<file path="src/rtl/wb_arbiter_if.sv">
// Writeback arbiter bus: execution-unit result handshake plus regfile/ROB write ports.
// Request lanes are flattened per unit; write lanes are flattened per port.
interface wb_arbiter_if #(
  parameter int NUM_REQ      = 4,
  parameter int NUM_WR_PORTS = 2,
  parameter int PHYS_REG_W   = 7,
  parameter int WORD_SIZE    = 64,
  parameter int ROB_PTR_W    = 6
);
  logic                              flush_in;
  logic [NUM_REQ-1:0]                req_valid_in;
  logic [NUM_REQ-1:0]                req_ready_out;
  logic [NUM_REQ*PHYS_REG_W-1:0]     req_preg_in;
  logic [NUM_REQ*WORD_SIZE-1:0]      req_data_in;
  logic [NUM_REQ*ROB_PTR_W-1:0]      req_rob_ptr_in;
  logic [NUM_WR_PORTS-1:0]           wr_en_out;
  logic [NUM_WR_PORTS*PHYS_REG_W-1:0] wr_index_out;
  logic [NUM_WR_PORTS*WORD_SIZE-1:0] wr_data_out;
  logic [NUM_WR_PORTS-1:0]           done_valid_out;
  logic [NUM_WR_PORTS*ROB_PTR_W-1:0] done_rob_ptr_out;

  modport master (
    output flush_in, req_valid_in, req_preg_in, req_data_in, req_rob_ptr_in,
    input  req_ready_out, wr_en_out, wr_index_out, wr_data_out, done_valid_out, done_rob_ptr_out
  );

  modport slave (
    input  flush_in, req_valid_in, req_preg_in, req_data_in, req_rob_ptr_in,
    output req_ready_out, wr_en_out, wr_index_out, wr_data_out, done_valid_out, done_rob_ptr_out
  );
endinterface

</file>
<file path="src/rtl/wb_arbiter.sv">
// Writeback arbiter: per-unit skid FIFOs, round-robin grant of up to NUM_WR_PORTS heads per cycle.
// Define WB_ARB_BYPASS_EN to let an empty FIFO's incoming packet compete directly (1-edge latency).
module wb_arbiter #(
  parameter int NUM_REQ      = 4,
  parameter int NUM_WR_PORTS = 2,
  parameter int FIFO_DEPTH   = 2,
  parameter int PHYS_REG_W   = 7,
  parameter int WORD_SIZE    = 64,
  parameter int ROB_PTR_W    = 6
) (
  input logic        clk,
  input logic        rst,
  wb_arbiter_if.slave bus
);
  localparam int IDX_W = $clog2(FIFO_DEPTH);
  localparam int PTR_W = IDX_W + 1;
  localparam int RR_W  = (NUM_REQ > 1) ? $clog2(NUM_REQ) : 1;

  logic [PHYS_REG_W-1:0] fifo_preg [NUM_REQ][FIFO_DEPTH];
  logic [WORD_SIZE-1:0]  fifo_data [NUM_REQ][FIFO_DEPTH];
  logic [ROB_PTR_W-1:0]  fifo_rob  [NUM_REQ][FIFO_DEPTH];
  logic [PTR_W-1:0]      wr_ptr    [NUM_REQ];
  logic [PTR_W-1:0]      rd_ptr    [NUM_REQ];
  logic [RR_W-1:0]       rr_ptr;

  logic [NUM_REQ-1:0]    empty, full, push, pop, enq, cand, granted;
  logic [PHYS_REG_W-1:0] cand_preg [NUM_REQ];
  logic [WORD_SIZE-1:0]  cand_data [NUM_REQ];
  logic [ROB_PTR_W-1:0]  cand_rob  [NUM_REQ];
  logic [NUM_WR_PORTS-1:0] port_vld;
  logic [RR_W-1:0]       port_sel  [NUM_WR_PORTS];
  logic [RR_W-1:0]       rr_next;
  int unsigned           n_grant;
  int unsigned           scan_idx;

  always_comb begin
    for (int unsigned i = 0; i < NUM_REQ; i++) begin
      empty[i]     = (wr_ptr[i] == rd_ptr[i]);
      full[i]      = (wr_ptr[i][PTR_W-1] != rd_ptr[i][PTR_W-1]) &&
                     (wr_ptr[i][IDX_W-1:0] == rd_ptr[i][IDX_W-1:0]);
      push[i]      = bus.req_valid_in[i] && !full[i];
      cand[i]      = !empty[i];
      cand_preg[i] = fifo_preg[i][rd_ptr[i][IDX_W-1:0]];
      cand_data[i] = fifo_data[i][rd_ptr[i][IDX_W-1:0]];
      cand_rob[i]  = fifo_rob[i][rd_ptr[i][IDX_W-1:0]];
`ifdef WB_ARB_BYPASS_EN
      if (empty[i]) begin
        cand[i]      = bus.req_valid_in[i];
        cand_preg[i] = bus.req_preg_in[i*PHYS_REG_W +: PHYS_REG_W];
        cand_data[i] = bus.req_data_in[i*WORD_SIZE +: WORD_SIZE];
        cand_rob[i]  = bus.req_rob_ptr_in[i*ROB_PTR_W +: ROB_PTR_W];
      end
`endif
    end
  end

  // Scan from rr_ptr, the k-th candidate found is routed to write port k.
  always_comb begin
    granted  = '0;
    port_vld = '0;
    rr_next  = rr_ptr;
    n_grant  = 0;
    scan_idx = 0;
    for (int unsigned k = 0; k < NUM_WR_PORTS; k++) port_sel[k] = '0;
    for (int unsigned k = 0; k < NUM_REQ; k++) begin
      scan_idx = (32'(rr_ptr) + k) % NUM_REQ;
      if (cand[scan_idx] && n_grant < NUM_WR_PORTS) begin
        granted[scan_idx] = 1'b1;
        port_vld[n_grant] = 1'b1;
        port_sel[n_grant] = RR_W'(scan_idx);
        rr_next           = RR_W'((scan_idx + 1) % NUM_REQ);
        n_grant           = n_grant + 1;
      end
    end
  end

  // A granted empty FIFO is a bypassed packet: it leaves via the port and is never enqueued.
  always_comb begin
    for (int unsigned i = 0; i < NUM_REQ; i++) begin
      pop[i] = granted[i] && !empty[i];
      enq[i] = push[i] && !(granted[i] && empty[i]);
    end
  end

  assign bus.req_ready_out = ~full;

  always_ff @(posedge clk) begin
    for (int unsigned i = 0; i < NUM_REQ; i++) begin
      if (enq[i]) begin
        fifo_preg[i][wr_ptr[i][IDX_W-1:0]] <= bus.req_preg_in[i*PHYS_REG_W +: PHYS_REG_W];
        fifo_data[i][wr_ptr[i][IDX_W-1:0]] <= bus.req_data_in[i*WORD_SIZE +: WORD_SIZE];
        fifo_rob[i][wr_ptr[i][IDX_W-1:0]]  <= bus.req_rob_ptr_in[i*ROB_PTR_W +: ROB_PTR_W];
      end
    end
  end

  always_ff @(posedge clk or posedge rst) begin
    if (rst) begin
      for (int unsigned i = 0; i < NUM_REQ; i++) begin
        wr_ptr[i] <= '0;
        rd_ptr[i] <= '0;
      end
      rr_ptr               <= '0;
      bus.wr_en_out        <= '0;
      bus.done_valid_out   <= '0;
      bus.wr_index_out     <= '0;
      bus.wr_data_out      <= '0;
      bus.done_rob_ptr_out <= '0;
    end else if (bus.flush_in) begin
      for (int unsigned i = 0; i < NUM_REQ; i++) begin
        wr_ptr[i] <= '0;
        rd_ptr[i] <= '0;
      end
      rr_ptr             <= '0;
      bus.wr_en_out      <= '0;
      bus.done_valid_out <= '0;
    end else begin
      for (int unsigned i = 0; i < NUM_REQ; i++) begin
        if (enq[i]) wr_ptr[i] <= wr_ptr[i] + 1'b1;
        if (pop[i]) rd_ptr[i] <= rd_ptr[i] + 1'b1;
      end
      rr_ptr             <= rr_next;
      bus.wr_en_out      <= port_vld;
      bus.done_valid_out <= port_vld;
      for (int unsigned k = 0; k < NUM_WR_PORTS; k++) begin
        if (port_vld[k]) begin
          bus.wr_index_out[k*PHYS_REG_W +: PHYS_REG_W]    <= cand_preg[port_sel[k]];
          bus.wr_data_out[k*WORD_SIZE +: WORD_SIZE]       <= cand_data[port_sel[k]];
          bus.done_rob_ptr_out[k*ROB_PTR_W +: ROB_PTR_W]  <= cand_rob[port_sel[k]];
        end
      end
    end
  end
endmodule
</file>
<file path="src/flat_wrapper.sv">
// flat-port wrapper written by rule: the top's interface ports become plain ports
module wb_arbiter_flat 
#(
  parameter int NUM_REQ      = 4,
  parameter int NUM_WR_PORTS = 2,
  parameter int FIFO_DEPTH   = 2,
  parameter int PHYS_REG_W   = 7,
  parameter int WORD_SIZE    = 64,
  parameter int ROB_PTR_W    = 6
)
  (clk, rst, bus_flush_in, bus_req_valid_in, bus_req_preg_in, bus_req_data_in, bus_req_rob_ptr_in, bus_req_ready_out, bus_wr_en_out, bus_wr_index_out, bus_wr_data_out, bus_done_valid_out, bus_done_rob_ptr_out);
  wb_arbiter_if #(.NUM_REQ(NUM_REQ), .NUM_WR_PORTS(NUM_WR_PORTS), .PHYS_REG_W(PHYS_REG_W), .WORD_SIZE(WORD_SIZE), .ROB_PTR_W(ROB_PTR_W)) bus_i ();
  input logic clk;
  input logic rst;
  input wire logic [$bits(bus_i.flush_in)-1:0] bus_flush_in;
  input wire logic [$bits(bus_i.req_valid_in)-1:0] bus_req_valid_in;
  input wire logic [$bits(bus_i.req_preg_in)-1:0] bus_req_preg_in;
  input wire logic [$bits(bus_i.req_data_in)-1:0] bus_req_data_in;
  input wire logic [$bits(bus_i.req_rob_ptr_in)-1:0] bus_req_rob_ptr_in;
  output wire logic [$bits(bus_i.req_ready_out)-1:0] bus_req_ready_out;
  output wire logic [$bits(bus_i.wr_en_out)-1:0] bus_wr_en_out;
  output wire logic [$bits(bus_i.wr_index_out)-1:0] bus_wr_index_out;
  output wire logic [$bits(bus_i.wr_data_out)-1:0] bus_wr_data_out;
  output wire logic [$bits(bus_i.done_valid_out)-1:0] bus_done_valid_out;
  output wire logic [$bits(bus_i.done_rob_ptr_out)-1:0] bus_done_rob_ptr_out;
  assign bus_i.flush_in = bus_flush_in;
  assign bus_i.req_valid_in = bus_req_valid_in;
  assign bus_i.req_preg_in = bus_req_preg_in;
  assign bus_i.req_data_in = bus_req_data_in;
  assign bus_i.req_rob_ptr_in = bus_req_rob_ptr_in;
  assign bus_req_ready_out = bus_i.req_ready_out;
  assign bus_wr_en_out = bus_i.wr_en_out;
  assign bus_wr_index_out = bus_i.wr_index_out;
  assign bus_wr_data_out = bus_i.wr_data_out;
  assign bus_done_valid_out = bus_i.done_valid_out;
  assign bus_done_rob_ptr_out = bus_i.done_rob_ptr_out;
  wb_arbiter #(.NUM_REQ(NUM_REQ), .NUM_WR_PORTS(NUM_WR_PORTS), .FIFO_DEPTH(FIFO_DEPTH), .PHYS_REG_W(PHYS_REG_W), .WORD_SIZE(WORD_SIZE), .ROB_PTR_W(ROB_PTR_W)) u_core (.clk(clk), .rst(rst), .bus(bus_i));
endmodule
</file>
<file path="config.mk">
export PLATFORM = sky130hd
export DESIGN_NAME = wb_arbiter_flat
export DESIGN_NICKNAME = d
export VERILOG_FILES = /design/src/rtl/wb_arbiter_if.sv /design/src/rtl/wb_arbiter.sv /design/src/flat_wrapper.sv
export SDC_FILE = /design/constraint.sdc
export NUM_CORES = 1
export LEC_CHECK = 0
export ABC_AREA = 1
export CORE_UTILIZATION = 40
export CTS_CLUSTER_DIAMETER = 50
export CTS_CLUSTER_SIZE = 40
export DETAILED_ROUTE_END_ITERATION = 10
export PLACE_DENSITY = 0.61
export SLEW_MARGIN = 30
export SYNTH_ARGS = -nofsm -noshare
export SYNTH_HDL_FRONTEND = slang
export SYNTH_SLANG_ARGS = --single-unit
</file>
<file path="constraint.sdc">
create_clock -name clk -period 5.4 [get_ports clk]
set_input_delay 0.81 -clock clk [delete_from_list [all_inputs] [get_ports clk]]
set_output_delay 0.81 -clock clk [all_outputs]
set_load 0.005 [all_outputs]
</file>
# After elaboration in Yosys (flattened, before gate mapping)
# Memory sizes are Yosys's and may differ from the RTL's.
# Cells that the tools add are included.
dict set report totals {
  regBits 174
  mem_bits_rw 616
  output_inout_bits 162
  n_memories 3
}
# name depth width read_ports rd_ports_with_merged_regs wr line_no
set memory_table {}
lappend memory_table {u_core.fifo_data 4 128 4 0 4 wb_arbiter.sv:20} ;# logic [WORD_SIZE-1:0] fifo_data [NUM_REQ][FIFO_DEPTH];
lappend memory_table {u_core.fifo_preg 4 14 4 0 4 wb_arbiter.sv:19} ;# logic [PHYS_REG_W-1:0] fifo_preg [NUM_REQ][FIFO_DEPTH];
lappend memory_table {u_core.fifo_rob 4 12 4 0 4 wb_arbiter.sv:21} ;# logic [ROB_PTR_W-1:0] fifo_rob [NUM_REQ][FIFO_DEPTH];
dict set report op_classes {
  add_sub_neg 16
  order_cmp 37
  n_eq_ne 12
  muxes 156
  n_bitwise 21
  reduce_logical 60
}
# op n
set ops {}
lappend ops {{two-way mux 64 bit} 20}
lappend ops {{two-way mux 128 bit} 4}
lappend ops {{binary-select mux 64 bit (select 2 bit)} 2}
lappend ops {{demux 64 bit (select 1 bit)} 4}
lappend ops {{two-way mux 7 bit} 20}
lappend ops {{less-than comparator 32 x 2 -> 1 bit (second input constant)} 4}
lappend ops {{two-way mux 6 bit} 20}
lappend ops {{greater-or-equal comparator 33 x 2 -> 1 bit (second input constant)} 3}
lappend ops {{less-than comparator 33 x 1 -> 1 bit (second input constant)} 3}
lappend ops {{inverter 32 -> 33 bit} 2}
lappend ops {{greater-or-equal comparator 32 x 1 -> 1 bit (second input constant)} 2}
lappend ops {{two-way mux 32 bit} 2}
lappend ops {{two-way mux 14 bit} 4}
lappend ops {{two-way mux 12 bit} 4}
lappend ops {{two-way mux 2 bit} 21}
lappend ops {{logical AND 1 bit} 37}
lappend ops {{inverter 1 -> 33 bit} 1}
lappend ops {{adder 32 x 1 -> 32 bit (second input constant)} 1}
lappend ops {{binary-select mux 7 bit (select 2 bit)} 2}
lappend ops {{demux 7 bit (select 1 bit)} 4}
lappend ops {{two-way mux 4 bit} 7}
lappend ops {{adder 2 x 1 -> 2 bit (second input constant)} 12}
lappend ops {{binary-select mux 6 bit (select 2 bit)} 2}
lappend ops {{demux 6 bit (select 1 bit)} 4}
lappend ops {{30 further kinds} 117}

# Depth between registers and ports, before layout
# Gate-level depths: netlist (run 1).
dict set report depth {
  depth_word 22
  ltp_mapped 23
  ltp_nobuf 20
}

# Worst setup path after synthesis (run 1)
# OpenSTA, ideal clock, no wires.
dict set report synth_path {
  path_type {register to register}
  start {register u_core.rr_ptr[0]}
  end {memory u_core.fifo_data[3][0] (netlist bit) (enable)}
  arrival_ns 5.320
  t_required_ns 4.885
  setup_slack_ns -0.435
  path_stages_with_launch 16
  n_path_buf 1
  synth_period_minus_slack_ns 5.835
  path_cell_list {dfrtp_1 > inv_2 > ha_1 > inv_1 > nand2_2 > nand2_2 > buf_6 > nor2_4 > nor2_4 > nand2_1 > nand2_1 > inv_1 > nand2_1 > nand2_1 > nand2_1 > nor2_1}
}
# item line_no
set synth_lines {}
lappend synth_lines {{from (decl)} wb_arbiter.sv:24} ;# logic [RR_W-1:0] rr_ptr;
lappend synth_lines {{from (signal assigned)} wb_arbiter.sv:122} ;# rr_ptr <= rr_next;
lappend synth_lines {{to (decl)} wb_arbiter.sv:20}

# Worst setup path in the final report (run 1)
dict set report layout_path {
  start {register u_core.rr_ptr[0]}
  end {register u_core.bus.wr_data_out[71]}
}
dict set report layout_between {
  elab_chain_len 20
  word_cells_on_any_way 72
}
# item line_no
set layout_rtl {}
lappend layout_rtl {{binary-select mux 1 bit (select 2 bit)} wb_arbiter.sv:67} ;# if (cand[scan_idx] && n_grant < NUM_WR_PORTS) begin
lappend layout_rtl {{two-way mux 1 bit (not written as such)} wb_arbiter.sv:67}
lappend layout_rtl {{two-way mux 1 bit} wb_arbiter.sv:67}
lappend layout_rtl {{less-than comparator 1 x 2 -> 1 bit} {wb_arbiter.sv:67, wb_arbiter.sv:69}}
lappend layout_rtl {{logical AND 1 bit} wb_arbiter.sv:67}
lappend layout_rtl {{two-way mux 32 bit} wb_arbiter.sv:67}
lappend layout_rtl {{less-than comparator 32 x 2 -> 1 bit} {wb_arbiter.sv:67, wb_arbiter.sv:69}}
lappend layout_rtl {{logical AND 1 bit} wb_arbiter.sv:67}
lappend layout_rtl {{(+3 left out)} -}
lappend layout_rtl {{logical AND 1 bit (not written as such)} wb_arbiter.sv:70} ;# port_sel[n_grant] = RR_W'(scan_idx);
lappend layout_rtl {{two-way mux 2 bit (not written as such)} wb_arbiter.sv:70}
lappend layout_rtl {{demux 2 bit (select 1 bit)} wb_arbiter.sv:70}
lappend layout_rtl {{bitwise mux 4 bit} wb_arbiter.sv:70}
lappend layout_rtl {{two-way mux 4 bit} wb_arbiter.sv:67}
lappend layout_rtl {{inverter 2 -> 3 bit (not written as such)} wb_arbiter.sv:128} ;# bus.wr_data_out[k*WORD_SIZE +: WORD_SIZE] <= cand_data[port_sel[k]];
lappend layout_rtl {{binary-select mux 64 bit (select 2 bit)} wb_arbiter.sv:128}
lappend layout_rtl {{two-way mux 64 bit (not written as such) (2 in series)} wb_arbiter.sv:128}
lappend layout_rtl {{to (signal, indexed assignment)} wb_arbiter.sv:128}
lappend layout_rtl {{to (decl)} wb_arbiter_if.sv:29} ;# output req_ready_out, wr_en_out, wr_index_out, wr_data_out, done_valid_out, done_rob_ptr_out
# Parallel ways exist; a longest one is shown, timed or not. The select of a mux whose other input is x is not followed.
# A chain may end at the register's enable or synchronous reset.

==> results of run 1 <==
kinds of logic after synthesis:
group / Yosys count / share of synthesized area, %
multiplexers: 308 / 8.83
AO/OA/AOI/OAI: 49 / 0.842
flip-flops: 790 / 65.4
XOR/XNOR: 1 / 0.0251
AND/OR/NAND/NOR: 1705 / 21.0
adder cells (fa/ha/maj): 11 / 0.394
buffers and inverters: 253 / 3.43
per-layer routing:
| metal | track usage [%] | wire [um] |
|---|---|---|
| met5 | 0 | 75 |
| met4 | 8.96 | 3280 |
| met3 | 4.33 | 8970 |
| met2 | 41.9 | 56000 |
| met1 | 34.2 | 47300 |
flip-flops by register name, indices dropped and copies added (netlist names):
name / flops
u_core.fifo_data: 512
u_core.bus.wr_data_out: 128
u_core.fifo_preg: 56
u_core.fifo_rob: 48
u_core.bus.wr_index_out: 14
u_core.bus.done_rob_ptr_out: 12
u_core.rd_ptr: 8
u_core.wr_ptr: 8
u_core.bus.wr_en_out: 2
u_core.rr_ptr: 2
critical path, delay by kind of cell, from the launching register on:
| kind | cells | cell delay (ps) |
|---|---|---|
| buffers and inverters | 4 | 860 |
| adder cells (fa/ha/maj) | 2 | 890 |
| flip-flops | 1 | 580 |
| AND/OR/NAND/NOR | 10 | 1520 |
final timing paths:
kind | startpoint | end | slack (ps) | cells past startpoint
min in group clk | u_core.bus.wr_data_out[75]$_DFFE_PP0P_ | u_core.bus.wr_data_out[75]$_DFFE_PP0P_ | 470 | 2
max in group asynchronous | rst | u_core.bus.wr_data_out[98]$_DFFE_PP0P_ | 4020 | 3
max | u_core.rr_ptr[0]$_DFFE_PP0P_ | u_core.bus.wr_data_out[71]$_DFFE_PP0P_ | 980 | 16
min reg2reg | u_core.bus.wr_data_out[75]$_DFFE_PP0P_ | u_core.bus.wr_data_out[75]$_DFFE_PP0P_ | 470 | 2
max reg2reg | u_core.rr_ptr[0]$_DFFE_PP0P_ | u_core.bus.wr_data_out[71]$_DFFE_PP0P_ | 980 | 16
min | rst | u_core.bus.wr_en_out[0]$_DFF_PP0_ | 420 | 2
layout make-up:
type / count / area (um2)
Sequential cell: 790 / 22900
Multi-Input combinational cell: 2074 / 11000
Timing Repair Buffer: 537 / 5550
Tap cell: 1144 / 1430
Antenna cell: 19 / 47.5
Clock buffer: 91 / 2210
Fill cell: 7538 / 41700
Clock inverter: 70 / 833
Inverter: 48 / 186
layout by cell type, fill, tap and decap left out, drive strengths merged:
master         Yosys  routed
nand2           1028    1028
nand3            642     642
edfxtp           616     616
clkdlybuf4s50      0     476
mux2i            308     308
dfrtp            174     174
clkbuf            62      91
inv               48      82
buf              143      61
nor2              27      27
o21ai             26      26
clkinv             0      25
diode              0      19
a21oi             17      17
ha                11      11
clkinvlp           0       8
nor3               5       5
a21boi             3       3
bufinv             0       3
nand4              2       2
o21bai             1       1
and2               1       1
o31ai              1       1
o211ai             1       1
xor2               1       1
through the flow:
step                area [um2]  instances
floorplan                34900       3117
global placement         41000       4592
detailed placement       41100       4593
CTS                      44100       4754
global route             44100       4770
finish                   44200       4773
==> impl_metrics.py, run 1 <==
metrics = {
    "timing": {
        "period_minus_slack_ps": 4420,
        "final-max-slew-violation-count": 0,
        "worstMarginPinSlew_ps": 982,
        "slew_headroom_pct": 34.5,
        "finalClockSkew_ps": 28.9,
        "finalHoldViolCount": 0,
        "rsz0062_at_grt": "no",
        "hold_ws_ps": 420,
        "timing.fmax_ghz": 0.226,
        "setup_viol": 0,
        "fin_crit_sh_pct": 81.9,
        "setup_ws_ps": 976,
        "tns_ps": 0,
    },
    "worst_setup_path": {
        "startpoint_type": "flip-flop",
        "cp_slowest_cell": "dfrtp_1",
        "path_max_fanout": 114,
        "cpPeakStageDelay_ps": 580,
        "crit_chain": "inv_2 -> ha_1 -> inv_1 -> nand2_2 -> nand2_2 -> ha_1 -> inv_1 -> nand2_2 -> nand3_4 -> nand2_8 -> buf_12 -> nand3_1 -> nand3_1 -> nand2_1 -> nand2_1 -> nand2_1",
        "path_class": "reg2reg",
        "arrival_ps": 4960,
        "cp.required_ps": 5930,
        "crit_path_end_kind": "flip-flop",
    },
    "synthesis": {
        "ys_ff_latch": 790,
        "synth_edf_count": 616,
        "yosys-top-cells-area": "edfxtp_1 53%, dfrtp_1 12%, nand2_1 11%, nand3_1 9.1%, mux2i_1 8.8%",
        "ys.flop_type": "edfxtp_1",
        "syn-num-nets": 3443,
        "avgSynthCellArea_um2": 11.2,
        "netlist.area_leader.share_pct": 53.0,
        "yosys-top-cells-count": "1,010 x nand2_1, 636 x nand3_1, 616 x edfxtp_1",
        "ys_seq_area_share_pct": 65.4,
        "synth_area_mm2": 0.0349,
        "synthArstFlopShare_pct": 22.0,
        "synthCells": 3117,
        "ys_types": 34,
        "synth_top_area_cell": "edfxtp_1",
        "synth_warnings": 0,
        "yosysMostFrequentCell": "nand2_1",
    },
    "clock_tree": {
        "cts_tree": "built",
        "hold_buffers": 0,
        "cts_setup_buffers": 0,
        "cts_buffers": 86,
        "worstSkewPairLatency_ps": 660,
        "cts_root_buf": "clkbuf_16",
        "cts-resized-gates": 0,
        "cts.sinks": 790,
        "clk_pin_slew_worst_paths_ps": 70,
        "htree_levels": 3,
        "cts_buffer_depth": 3,
    },
    "placed_design": {
        "portBuffers": 476,
        "routabilityCongestion": 0.851,
        "dp_hpwl_um": 70100,
        "post-place-ws_ps": 996,
    },
    "drt": {
        "num_vias": 25900,
        "ant_nets": 0,
        "wl_per_cell_um": 24.2,
        "drt_iter0_markers": 2667,
        "viasPerCell": 5.43,
        "drt_pass1_iterations": 6,
        "drt_drc_violations_left": 0,
        "drt-total-wl_um": 116000,
    },
    "global_route": {
        "grt_max_degree": 155,
        "antenna_found_initial": 24,
        "grt_pass1_wl_um": 168000,
        "overflow": 0,
        "grt_pass1_vias": 24800,
        "grt_util_all_layers_pct": 25.6,
    },
    "floorplanning": {
        "die_w_um": 297,
        "ios": 477,
        "initial_core_util_pct": 40.7,
        "die_area_mm2": 0.0885,
        "coreArea_mm2": 0.0858,
        "num_rows": 107,
        "die_h_um": 297,
    },
    "layout": {
        "utilization_pct": 51.5,
        "final_layout_size_suffix_gt1_share_pct": 7.65,
        "fin_nets": 3863,
        "area_growth_pct": 26.4,
    },
    "hold_path": {
        "min_path_type": "in2async",
    },
    "outcome": {
        "outcome": "complete, no violations",
    },
    "run": {
        "maxCapViolations": 0,
    },
}
Power of run 1 is not shown: default switching activity piles up to over one toggle a cycle in this logic, so the estimate is an artifact.
==> inputs of run 2 (changes only) <==
PLACE_DENSITY = 0.58   (was 0.61)
clock period = 4.1 ns   (was 5.4 ns; I/O delays follow)
==> impl_metrics.py, run 2 (synthesized netlist as in run 1, its figures left out) <==
metrics = {
    "layout": {
        "fin_nets": 3888,
        "regArea_mm2": 0.0229,
        "final_cell_area_mm2": 0.0447,
        "fin_cells": 4797,
        "fillers": 7461,
        "multi_input_area_mm2": 0.0110,
        "final_layout_size_suffix_gt1_share_pct": 8.36,
        "area_growth_pct": 28.0,
        "final_common_cell": "nand2_1",
        "largest_reg_flops": 512,
        "final_cell_mix": "1,010 x nand2_1, 636 x nand3_1, 616 x edfxtp_1",
    },
    "clock_tree": {
        "clk_pin_slew_worst_paths_ps": 60,
        "cts_root_buf": "clkbuf_16",
        "cts-resized-gates": 0,
        "cts_buffer_depth": 3,
        "cts_buffers": 87,
        "worstSkewPairLatency_ps": 660,
        "cts_tree": "built",
        "hold_buffers": 0,
        "cts_setup_buffers": 0,
        "htree_levels": 3,
        "cts.sinks": 790,
    },
    "timing": {
        "final-max-slew-violation-count": 0,
        "setup_viol": 0,
        "timing.fmax_ghz": 0.274,
        "worstMarginPinSlew_ps": 1010,
        "fin_crit_sh_pct": 89.0,
        "setup_ws_ps": 450,
        "rsz0062_at_grt": "no",
        "slew_headroom_pct": 32.6,
        "finalHoldViolCount": 0,
        "period_minus_slack_ps": 3650,
        "hold_ws_ps": 243,
        "finalClockSkew_ps": 28.3,
    },
    "drt": {
        "wl_per_cell_um": 24.4,
        "drt_pass1_iterations": 5,
        "viasPerCell": 5.41,
        "num_vias": 26000,
        "ant_nets": 0,
        "drt_iter0_markers": 2353,
        "drt-total-wl_um": 117000,
        "drt_drc_violations_left": 0,
    },
    "floorplanning": {
        "die_h_um": 297,
        "ios": 477,
        "num_rows": 107,
        "initial_core_util_pct": 40.7,
        "die_area_mm2": 0.0885,
        "die_w_um": 297,
        "coreArea_mm2": 0.0858,
    },
    "global_route": {
        "overflow": 0,
        "grt_pass1_vias": 25400,
        "antenna_found_initial": 26,
        "grt_max_degree": 86,
        "grt_util_all_layers_pct": 26.0,
        "grt_pass1_wl_um": 170000,
    },
    "hold_path": {
        "min_path_type": "in2async",
    },
    "outcome": {
        "outcome": "complete, no violations",
    },
    "worst_setup_path": {
        "cp.required_ps": 4670,
        "path_max_fanout": 36,
        "startpoint_type": "flip-flop",
        "crit_path_end_kind": "flip-flop",
        "r2r-end": "u_core.bus.wr_data_out[30]$_DFFE_PP0P_",
        "reg2regPathDepth": 15,
        "worstReg2RegStart": "u_core.rr_ptr[0]$_DFFE_PP0P_",
        "path_class": "reg2reg",
        "arrival_ps": 4220,
        "r2r_slack_ps": 450,
    },
    "placed_design": {
        "dp_hpwl_um": 71400,
        "routabilityCongestion": 0.845,
        "portBuffers": 476,
        "post-place-ws_ps": 431,
        "place_area_mm2": 0.0415,
        "place_inst": 4616,
    },
    "run": {
        "maxCapViolations": 0,
    },
}
## run 2: cell count changes in the layout (fill, tap and decap cells not counted), sizes merged
cell      before  now
clkinv        25   34
diode         19   17
bufinv         3    6
clkbuf        91   90
clkinvlp       8    6
inv           82   75
buf           61   85
## run 2: worst max-delay path: stages, from the launching register on
cell	delay (ps)
dfrtp_1	600
inv_2	70
ha_1	420
inv_1	200
nand2_2	190
nand2_2	80
ha_1	360
inv_1	70
nand2_2	140
a21oi_2	100
o21ai_4	620
buf_12	350
nand3_1	140
nand2_1	80
nand2_1	50
nand2_1	70
## run 2: worst max-delay path by stage
stage                                             from                                       to  slack [ps]  cells after the start
after floorplan           u_core.rr_ptr[0]$_DFFE_PP0P_         u_core.fifo_data[1][0]$_DFFE_PP_        -460                     13
after global placement    u_core.rr_ptr[0]$_DFFE_PP0P_   u_core.bus.wr_data_out[65]$_DFFE_PP0P_         530                     15
after detailed placement  u_core.rr_ptr[0]$_DFFE_PP0P_  u_core.bus.wr_data_out[111]$_DFFE_PP0P_         430                     15
after CTS                 u_core.rr_ptr[0]$_DFFE_PP0P_  u_core.bus.wr_data_out[112]$_DFFE_PP0P_         420                     15
after global routing      u_core.rr_ptr[0]$_DFFE_PP0P_   u_core.bus.wr_index_out[0]$_DFFE_PP0P_         150                     18
final                     u_core.rr_ptr[0]$_DFFE_PP0P_   u_core.bus.wr_data_out[30]$_DFFE_PP0P_         450                     15
## run 2: metal layers
layer	GRT usage, %	vias up	routed length [um]
met5	0	-	105
met4	10.8	18	4090
met3	4.83	249	8740
met2	42.0	1248	55700
met1	34.5	12600	48300
li1	-	11800	-
## run 2: cell type report
cell class                 count  area share [%]
antenna                       17          0.0952
clock buffer                  90            4.94
clock inverter                73            2.10
inverter                      48           0.417
multi-input combinational   2074            24.7
sequential                   790            51.2
tap                         1144            3.20
timing repair buffer         561            13.4
## run 2: metrics by stage
| stage | TNS, ps | util, % |
|---|---|---|
| after global routing | 0 | 52.1 |
| final | 0 | 52.1 |
| after CTS | 0 | 52.0 |
| after detailed placement | 0 | 48.3 |
| after global placement | 0 | 48.3 |
| after floorplan | -70290 | - |
Power of run 2 is left out for the same reason.
